<file path="config.mk">
export PLATFORM = sky130hd
export DESIGN_NAME = delay_fifo_ctrl
export DESIGN_NICKNAME = d
export VERILOG_FILES = /design/src/rtl/delay_fifo_ctrl.sv
export SDC_FILE = /design/constraint.sdc
export NUM_CORES = 1
export LEC_CHECK = 0
export ABC_AREA = 0
export CAP_MARGIN = 20
export CORE_MARGIN = 2
export CORE_UTILIZATION = 43
export CTS_CLUSTER_DIAMETER = 100
export DETAILED_ROUTE_END_ITERATION = 12
export HOLD_SLACK_MARGIN = 0.15
export PLACE_DENSITY = 0.65
export SLEW_MARGIN = 20
export SYNTH_ARGS = -nofsm -noshare
export SYNTH_HDL_FRONTEND = slang
export SYNTH_SLANG_ARGS = --single-unit
</file>
<file path="constraint.sdc">
create_clock -name clk -period 4.26 [get_ports clk]
set_input_delay 0.639 -clock clk [delete_from_list [all_inputs] [get_ports clk]]
set_output_delay 0.639 -clock clk [all_outputs]
set_load 0.05 [all_outputs]
</file>
<file path="src/rtl/delay_fifo_ctrl.sv">
// delay_fifo_ctrl: enable sequencer for the x0/x0z delay-alignment FIFO.
// Ports: clk/rst (async, high), en_i run request, cfg_we_i/cfg_delay_i
//   delay programming, fifo_full_i/fifo_empty_i flags; wr_en_o/rd_en_o
//   FIFO enables, data_valid_o, level_o, state_o, err_ovf_o/err_udf_o.
// Optional: define DELAY_FIFO_CTRL_ERR_EN for sticky error flags.
module delay_fifo_ctrl #(
    parameter int DEPTH         = 1024,
    parameter int CNT_W         = 13,
    parameter int DELAY_DEFAULT = 73
) (
    input  logic             clk,
    input  logic             rst,
    input  logic             en_i,
    input  logic             cfg_we_i,
    input  logic [CNT_W-1:0] cfg_delay_i,
    input  logic             fifo_full_i,
    input  logic             fifo_empty_i,
    output logic             wr_en_o,
    output logic             rd_en_o,
    output logic             data_valid_o,
    output logic [CNT_W-1:0] level_o,
    output logic [1:0]       state_o,
    output logic             err_ovf_o,
    output logic             err_udf_o
);

    typedef enum logic [1:0] {
        IDLE   = 2'd0,
        FILL   = 2'd1,
        STREAM = 2'd2,
        FLUSH  = 2'd3
    } state_e;

    localparam logic [CNT_W-1:0] LVL_MAX = CNT_W'(DEPTH);
    localparam logic [CNT_W-1:0] DLY_MAX = CNT_W'(DEPTH - 1);
    localparam logic [CNT_W-1:0] DLY_RST = CNT_W'(DELAY_DEFAULT);
    localparam logic [CNT_W-1:0] ONE     = CNT_W'(1);

    state_e           state_q, state_d;
    logic             en_q;
    logic [CNT_W-1:0] delay_q, delay_d;
    logic [CNT_W-1:0] fill_q, fill_d;
    logic [CNT_W-1:0] level_q, level_d;
    logic             wr_q, wr_d;
    logic             rd_q, rd_d;
    logic             dv_q;
    logic             wr_acc;
    logic             rd_acc;

    // Only enables the FIFO will actually honour move the level.
    assign wr_acc = wr_q & ~fifo_full_i;
    assign rd_acc = rd_q & ~fifo_empty_i;

    always_comb begin
        level_d = level_q;
        if (wr_acc && !rd_acc && level_q < LVL_MAX) begin
            level_d = level_q + ONE;
        end else if (rd_acc && !wr_acc && level_q != '0) begin
            level_d = level_q - ONE;
        end
    end

    always_comb begin
        delay_d = delay_q;
        if (state_q == IDLE && cfg_we_i) begin
            if (cfg_delay_i == '0) begin
                delay_d = ONE;
            end else if (cfg_delay_i > DLY_MAX) begin
                delay_d = DLY_MAX;
            end else begin
                delay_d = cfg_delay_i;
            end
        end
    end

    // en is registered first, so every output is a pure flop.
    always_comb begin
        state_d = state_q;
        fill_d  = '0;
        unique case (state_q)
            IDLE: begin
                if (en_q) state_d = FILL;
            end
            FILL: begin
                fill_d = fill_q + ONE;
                if (!en_q) begin
                    state_d = FLUSH;
                end else if (fill_q == delay_q - ONE) begin
                    state_d = STREAM;
                end
            end
            STREAM: begin
                if (!en_q) state_d = FLUSH;
            end
            FLUSH: begin
                if (level_d == '0) state_d = IDLE;
            end
            default: state_d = IDLE;
        endcase
        wr_d = (state_d == FILL) || (state_d == STREAM);
        // Drain reads continue only while words remain after this edge.
        rd_d = (state_d == STREAM) ||
               (state_d == FLUSH && level_d != '0);
    end

    always_ff @(posedge clk or posedge rst) begin
        if (rst) begin
            state_q <= IDLE;
            en_q    <= 1'b0;
            delay_q <= DLY_RST;
            fill_q  <= '0;
            level_q <= '0;
            wr_q    <= 1'b0;
            rd_q    <= 1'b0;
            dv_q    <= 1'b0;
        end else begin
            state_q <= state_d;
            en_q    <= en_i;
            delay_q <= delay_d;
            fill_q  <= fill_d;
            level_q <= level_d;
            wr_q    <= wr_d;
            rd_q    <= rd_d;
            dv_q    <= rd_q;
        end
    end

`ifdef DELAY_FIFO_CTRL_ERR_EN
    logic ovf_q;
    logic udf_q;

    always_ff @(posedge clk or posedge rst) begin
        if (rst) begin
            ovf_q <= 1'b0;
            udf_q <= 1'b0;
        end else begin
            ovf_q <= ovf_q | (wr_q & fifo_full_i);
            udf_q <= udf_q | (rd_q & fifo_empty_i);
        end
    end

    assign err_ovf_o = ovf_q;
    assign err_udf_o = udf_q;
`else
    assign err_ovf_o = 1'b0;
    assign err_udf_o = 1'b0;
`endif

    assign wr_en_o      = wr_q;
    assign rd_en_o      = rd_q;
    assign data_valid_o = dv_q;
    assign level_o      = level_q;
    assign state_o      = state_q;

endmodule

</file>
=== After elaboration in Yosys (flattened, before gate mapping) ===
Index checks and enable logic that the tools add are counted.

* Output and inout bits: 20
* Input port bits: 19
* Register bits: 45
* Logic and storage cells: 51

* Add/subtract/negate cells: 4
* Bitwise operators: 4
* $lt $le $gt $ge: 2
* Reduce and logical (&&, ||, !) cells: 15
* Muxes and demuxes: 11
* Eq/ne operators: 7

{| class="wikitable"
|+ Operators by type and width
! cell !! count
|-
| $mux 13 || 5
|-
| $add 13x1->13 const B || 2
|-
| $logic_not 13->1 || 2
|-
| $reduce_bool 13->1 || 2
|-
| $sub 13x1->13 const B || 2
|-
| $eq 13x13->1 || 1
|-
| $gt 13x10->1 const B || 1
|-
| $lt 13x11->1 const B || 1
|-
| $mux 2 || 5
|-
| $eq 2x2->1 const B || 4
|-
| $pmux 2 s4 || 1
|-
| $logic_and 1x1->1 || 6
|-
| $eq 2x1->1 const B || 2
|-
| $and 1x1->1 || 2
|-
| $logic_not 1->1 || 2
|-
| $logic_not 2->1 || 1
|-
| $logic_or 1x1->1 || 2
|-
| $not 1->1 || 2
|}

=== Longest topological paths before layout ===
Gate-level depths: netlist (run 1).

* Word-level depth: 13
* Mapped depth: 13
* Depth with buffers taken out: 12

=== Least setup slack after synthesis (run 1) ===
No wires, ideal clock.

* Path kind: reg2reg
* Start: register level_q[10], in the netlist level_o[10]
* End: register rd_q, in the netlist rd_en_o
* Setup time: 0.142 ns
* Path buffers: 1
* Setup slack: 0.687 ns
* Data required time: 4.118 ns
* Data arrival time: 3.431 ns
* Period minus slack after synthesis: 3.573 ns
* Stages on the path, launching flop included: 12
* Cells stage by stage: dfrtp_1 -> or4b_1 -> buf_2 -> or3_4 -> o31a_1 -> o32a_1 -> or4_4 -> nor3_4 -> a31oi_1 -> ha_1 -> inv_1 -> o221ai_1

* Cells in the longest elaborated chain, start to end: 10
* Elaborated cells on any way between the ends: 16
* Those cells by class: add/sub (2); order compare (1); eq/ne (2); mux (4); reduce/logical (7)

{| class="wikitable"
|+ RTL lines
! element !! line !! RTL
|-
| start: declaration || 43 || <nowiki>logic [CNT_W-1:0] level_q, level_d;</nowiki>
|-
| start signal: assignment || 121 || <nowiki>level_q <= level_d;</nowiki>
|-
| branches (longest 3 deep; another with $lt 13x11->1) || n/a ||
|-
| $mux 13 * || 56 || <nowiki>if (wr_acc && !rd_acc && level_q < LVL_MAX) begin</nowiki>
|-
| net level_d[5] || 43 ||
|-
| $logic_not 13->1 || 96 || <nowiki>if (level_d == '0) state_d = IDLE;</nowiki>
|-
| $mux 2 || 96 ||
|-
| $pmux 2 s4 || 80 || <nowiki>unique case (state_q)</nowiki>
|-
| $eq 2x2->1 || 103 || <nowiki>(state_d == FLUSH && level_d != '0);</nowiki>
|-
| $logic_and 1x1->1 || 103 ||
|-
| $logic_or 1x1->1 * || 102 || <nowiki>rd_d = (state_d == STREAM) ||</nowiki>
|-
| net rd_d || 45 || <nowiki>logic rd_q, rd_d;</nowiki>
|-
| end signal: assignment || 123 || <nowiki>rd_q <= rd_d;</nowiki>
|-
| end: declaration || 45 ||
|}

Mark *: on every way through the listed nets, which the timed path passes.
A chain may end at the register's enable or synchronous reset.

=== Worst setup path after layout (run 1) ===
* Start: input fifo_full_i
* End: register rd_q, in the netlist rd_en_o

* Cells in the longest elaborated chain, start to end: 13
* Elaborated cells on any way between the ends: 17
* Those cells by class: eq/ne (2); mux (4); bitwise (2); reduce/logical (9)

{| class="wikitable"
|+ RTL lines
! element !! line !! RTL
|-
| start: declaration || 16 || <nowiki>input logic fifo_full_i,</nowiki>
|-
| $not 1->1 * || 51 || <nowiki>assign wr_acc = wr_q & ~fifo_full_i;</nowiki>
|-
| $and 1x1->1 * || 51 ||
|-
| $logic_not 1->1 || 58 || <nowiki>end else if (rd_acc && !wr_acc && level_q != '0) begin</nowiki>
|-
| $logic_and 1x1->1 (2 in a row) || 58 ||
|-
| $mux 13 || 58 ||
|-
| $mux 13 * || 56 ||
|-
| net level_d[5] || 43 ||
|-
| $logic_not 13->1 || 96 ||
|-
| $mux 2 || 96 ||
|-
| $pmux 2 s4 || 80 ||
|-
| $eq 2x2->1 || 103 ||
|-
| $logic_and 1x1->1 || 103 ||
|-
| $logic_or 1x1->1 * || 102 ||
|-
| net rd_d || 45 ||
|}

Mark *: on every way through the listed nets, which the timed path passes. The rest lies on a longest branch.

==> summary.txt, run 1 <==
Avg Vias per Cell: 5.81
First DRT Iteration DRCs: 168
Area Overhead vs Synth: 18.5%
Synth Area in Compound Gates: 15.7%
WP buf/inv: 2
Avg Synthesized Cell Area: 9.03 um^2
final setup fails: 0
Worst-Margin Slew: 0.800 ns
drt pass-1 iters: 4
hold path start: rd_en_o
number of global-route vias before repair: 2,200
max-slew violations: 0
Synth warnings: 0
PwrDens: 417 nW/um^2
Clock Skew: 0.00733 ns
count leader, synth: dfrtp_1
xor/xnor share of the synthesized area: 8.96%
Worst R2R Setup Slack: 0.79 ns
mapped cell area: 2830 um^2
cell taking the most area after synthesis: dfrtp_1
largest family of logic cells by synthesized area: simple AND/OR/NAND/NOR gates
initial antenna violation count: 0
Slew Limit Headroom: 46.3%
Inst Count DP: 418
Clock Sinks: 45
area of the die: 7260 um^2
Vias: 2,477
R2R Path Start: level_o[10]
crit path kind: in2reg
gr usage total: 18.9%
Required @ worst endpoint: 4.42 ns
CP max FO: 5
drc violations: 0
Nets: 373
Slowest-stage cell, CP: or4b_1
max incr delay on CP: 0.55 ns
status: complete, no violations
DRT Wirelength: 6570 um
layout cells sized above 1: 6.30%
Async S/R FF share, synth: 100%
mux share of post-synthesis cell area: 0.397%
cells on worst reg2reg path: 10
Yosys cell types: 58
Worst Hold Class: reg2reg
clk_lat worst skew: 0.30 ns
port buffer count: 36
crit-path cells: clkdlybuf4s50_1 > or4b_1 > or3_4 > o31a_1 > o32a_1 > or4_4 > nor3_4 > a31oi_1 > ha_1 > inv_1 > o221ai_1
Adder-Cell Fraction of Synth Area: 2.65%
Clock Path Buffers: 2
Max IR drop VDD: 0.341 mV
drt wl/cell: 15.4 um
DP HPWL: 4970 um
post-cts sizing count: 0
Final Hold Fails: 0
first-pass GRT wire length: 11,000 um
crit end category: flip-flop
top cell type's share of synthesized area: 37.1%
setup bufs post-CTS: 0
TritonCTS clock tree: yes
max cap viols: 0
crit share post-route: 88.0%
unrepaired setup endpoints after global routing: false
CTS root buffer: clkbuf_8
antenna viol nets, final: 0
Core Area: 6350 um^2
Synth area leaders: dfrtp_1 37%, xnor2_1 5.9%, nor2_1 3.4%
Die X: 85.2 um
Synth Flop Type: dfrtp_1
post-synthesis simple-gate area fraction: 27.3%
num ports: 39
post-synthesis sequential area ratio: 39.9%
Clock H-tree levels: 2
Max Freq: 267 MHz
die height: 85.2 um
clock buffer count from CTS: 5
CP startpoint kind: input pin
minimum clock period: 3.75 ns
Endpoint, Worst Hold: data_valid_o
arrival time worst endpoint: 3.91 ns
top cells by count, synth: 42 x dfrtp_1, 26 x nor2_1, 19 x nor3_1, 19 x xnor2_1, 18 x inv_1
Worst-path clk slew: 0.08 ns
hold_buf cts: 0
fill count: 593
EDFF count, synth: 0
setup TNS: 0 ns
Top delay family on crit path: simple AND/OR/NAND/NOR gates
flops & latches, synth: 45
Hold Crit Depth: 0
Rows: 29
GRT Residual Overflow: 0
Cells after Synth: 314
Placer Congestion: 0.965
initial core utilization: 44.6%
Leakage Power: 1.27 nW
# diodes: 0
Layout Cells excl Fill: 426
largest net degree at the start of global routing: 46
Crit Reg-Reg Endpoint: rd_en_o
## per-layer routing
| metal | share of wire (%) | GRT usage (%) | up-vias |
|---|---|---|---|
| li1 | - | - | 1228 |
| met1 | 50 | 29.5 | 1165 |
| met2 | 43 | 26.3 | 82 |
| met3 | 6.8 | 4.09 | 2 |
| met4 | 0.49 | 5.34 | 0 |
| met5 | 0 | 0 | - |
## kinds of logic (layout without fill, tap and decap cells)
logic type / count (synthesis) / after routing
other: 1 / 2
DFF: 45 / 45
xor gates and xnor gates: 29 / 29
AOI/OAI and AO/OA: 58 / 58
adders and majority gates: 6 / 6
muxes: 1 / 1
and+or+nand+nor: 139 / 139
buffers and inverters: 35 / 69
## where the power goes
group / switching [mW] / total, mW / internal, mW
registers: 0.118 / 0.593 / 0.476
clock network: 0.140 / 0.256 / 0.116
logic: 0.330 / 0.551 / 0.221
## how the worst max path moves through the flow
stage               slack [ns]  cells after the start        start      end
floorplan                 0.69                     11  level_o[10]  rd_en_o
global placement          0.24                     11  fifo_full_i  rd_en_o
detailed placement        0.21                     11  fifo_full_i  rd_en_o
CTS                       0.53                     11  fifo_full_i  rd_en_o
global route              0.35                     11  fifo_full_i  rd_en_o
finish                    0.51                     11  fifo_full_i  rd_en_o
## cell type report
class / instances / area (um^2) / share of cell area, %
clock buffer: 7 / 76.3 / 2.27
tap: 77 / 96.3 / 2.87
timing repair buffer: 43 / 413 / 12.3
clock inverter: 1 / 7.51 / 0.224
sequential: 45 / 1130 / 33.6
multi-input combinational: 235 / 1570 / 46.7
inverter: 18 / 67.6 / 2.01
## registers in the layout (all words and copies together) (netlist names)
name and count:
wr_en_o 1, fill_q 13, state_o 2, delay_q 13, data_valid_o 1, rd_en_o 1, level_o 13, en_q 1
## stage by stage
stage          total power [mW]  util [%]  setup WS (ns)  hold slack [ns]  area (um^2)
2_1_floorplan             0.977         -          0.687            0.474         2840
3_3_place_gp               1.15      51.6          0.245            0.454         3270
3_5_place_dp               1.15      51.6          0.210            0.454         3270
4_1_cts                    1.41      52.9          0.525            0.477         3360
5_1_grt                    1.48      52.9          0.355            0.493         3360
6_report                   1.40      52.9          0.510            0.468         3360
## placed cells by master (no fill, tap or decap), types with 4 or more instances in the layout
| cell type | netlist | layout |
|---|---|---|
| nor4_1 | 14 | 14 |
| a21oi_1 | 4 | 4 |
| ha_1 | 6 | 6 |
| buf_4 | 2 | 7 |
| nor3_1 | 19 | 19 |
| xor2_1 | 10 | 10 |
| o22a_1 | 10 | 10 |
| inv_1 | 18 | 17 |
| and2_1 | 4 | 4 |
| nand4_1 | 6 | 6 |
| clkbuf_8 | 0 | 5 |
| nand2_1 | 15 | 15 |
| a31oi_1 | 6 | 6 |
| and3_1 | 4 | 4 |
| clkdlybuf4s50_1 | 0 | 36 |
| a32oi_1 | 4 | 4 |
| xnor2_1 | 19 | 19 |
| nor2b_1 | 7 | 7 |
| nand2b_1 | 5 | 5 |
| o21ai_0 | 6 | 6 |
| nor2_1 | 26 | 26 |
| dfrtp_1 | 42 | 42 |
| nand3_1 | 17 | 17 |
| and4_1 | 5 | 5 |
| or3_1 | 5 | 5 |
(Power assumes the default switching activity.)
==> inputs of run 2 (changes only) <==
--- a/config.mk
+++ b/config.mk
@@ -13,6 +13,7 @@
 export DETAILED_ROUTE_END_ITERATION = 12
 export HOLD_SLACK_MARGIN = 0.15
 export PLACE_DENSITY = 0.65
+export RECOVER_POWER = 100
 export SLEW_MARGIN = 20
 export SYNTH_ARGS = -nofsm -noshare
 export SYNTH_HDL_FRONTEND = slang
==> summary.txt, run 2 (synthesis gave the netlist of run 1 again) <==
post-cts sizing count: 0
Slew Limit Headroom: -55.9%
# diodes: 0
number of global-route vias before repair: 2,200
Die X: 85.2 um
drt wl/cell: 15.5 um
Max Used Layer: met4
Hold Slack: 0.464 ns
Leakage Power: 1.26 nW
Placer Congestion: 0.965
PwrDens: 416 nW/um^2
Clock Skew: 0.00493 ns
Layout Cells excl Fill: 426
GRT Residual Overflow: 0
drc violations: 0
fin util: 52.5%
largest net degree at the start of global routing: 46
arrival time worst endpoint: 4.07 ns
Final Hold Fails: 0
max-slew violations: 46
drt pass-1 iters: 4
unrepaired setup endpoints after global routing: false
Nets: 373
first-pass GRT wire length: 11,000 um
violated checks: capacitance limit, slew limit
area occupied by multi-input gates: 1560 um^2
Worst-path clk slew: 0.08 ns
Core Area: 6350 um^2
CP max FO: 5
routed wl met2: 2850 um
layout cells sized above 1: 4.58%
gr usage total: 18.9%
die height: 85.2 um
Worst Hold Class: reg2reg
most common cell after layout, fill and taps aside: dfrtp_1
num ports: 39
final setup fails: 0
wl on met1: 3400 um
Power, Total: 1.39 mW
DRT Wirelength: 6620 um
Max Freq: 256 MHz
max cap viols: 1
area of the die: 7260 um^2
setup bufs post-CTS: 0
Vias: 2,476
Avg Vias per Cell: 5.81
CTS root buffer: clkbuf_8
setup TNS: 0 ns
CP startpoint kind: input pin
antenna viol nets, final: 0
Max IR drop VDD: 0.331 mV
initial antenna violation count: 0
initial core utilization: 44.6%
clk_lat worst skew: 0.30 ns
port buffer count: 36
clock buffer count from CTS: 5
Reg area: 1130 um^2
TritonCTS clock tree: yes
Required @ worst endpoint: 4.43 ns
most frequent cells in the layout: 42 x dfrtp_1, 26 x nor2_1, 22 x dlygate4sd3_1
Worst-Margin Slew: 2.34 ns
Area Overhead vs Synth: 17.7%
Clock H-tree levels: 2
Clock Path Buffers: 2
First DRT Iteration DRCs: 195
fill count: 597
crit path kind: in2reg
Rows: 29
hold_buf cts: 0
minimum clock period: 3.90 ns
WL met3: 336 um
status: complete, but fails checks
Inst Count DP: 418
crit share post-route: 91.6%
crit end category: flip-flop
DP HPWL: 4970 um
Clock Sinks: 45
==> run 2: per-layer routing <==
metal / vias up / track usage, %
met4: 0 / 5.34
met1: 1181 / 29.5
li1: 1232 / -
met5: - / 0
met2: 61 / 26.3
met3: 2 / 4.09
==> run 2: worst paths after layout <==
path                            cells past startpoint        start  slack (ns)           end
worst max register to register                     10  level_o[10]        0.76       rd_en_o
min in group asynchronous                           3          rst        1.63  data_valid_o
worst min-delay path                                0      rd_en_o        0.46  data_valid_o
worst min register to register                      0      rd_en_o        0.46  data_valid_o
max in group asynchronous                           3          rst        1.29    level_o[5]
worst max-delay path                               11  fifo_full_i        0.36       rd_en_o
==> run 2: stage by stage <==
step	area [um^2]	setup slack, ns
6_report	3330	0.358
5_1_grt	3330	0.204
4_1_cts	3360	0.525
3_5_place_dp	3270	0.210
3_3_place_gp	3270	0.245
2_1_floorplan	2840	0.687
==> run 2: final cells by class <==
class | count | share of cell area, %
clock buffer | 7 | 2.29
clock inverter | 1 | 0.225
inverter | 18 | 2.03
multi-input combinational | 235 | 46.9
sequential | 45 | 33.9
tap | 77 | 2.89
timing repair buffer | 43 | 11.8
==> run 2: where the power goes <==
part | leakage [nW] | switching, mW | internal, mW
Clock | 0.0385 | 0.143 | 0.116
Combinational | 0.668 | 0.331 | 0.203
Sequential | 0.552 | 0.116 | 0.476
Total | 1.26 | 0.591 | 0.795
==> run 2: critical path, stage by stage <==
cell	delay, ns
dlygate4sd3_1	0.57
or4b_1	0.54
or3_1	0.38
o31a_1	0.33
o32a_1	0.31
or4_4	0.53
nor3_4	0.27
a31oi_1	0.13
ha_1	0.21
inv_1	0.05
o221ai_1	0.11
==> inputs of run 3 (changes only) <==
--- a/config.mk
+++ b/config.mk
@@ -11,6 +11,7 @@
 export CORE_UTILIZATION = 43
 export CTS_CLUSTER_DIAMETER = 100
 export DETAILED_ROUTE_END_ITERATION = 12
+export GPL_TIMING_DRIVEN = 1
 export HOLD_SLACK_MARGIN = 0.15
 export PLACE_DENSITY = 0.65
 export RECOVER_POWER = 100
==> results of run 3 <==
No change in the layout: final DEF, timing and power equal those of run 2.
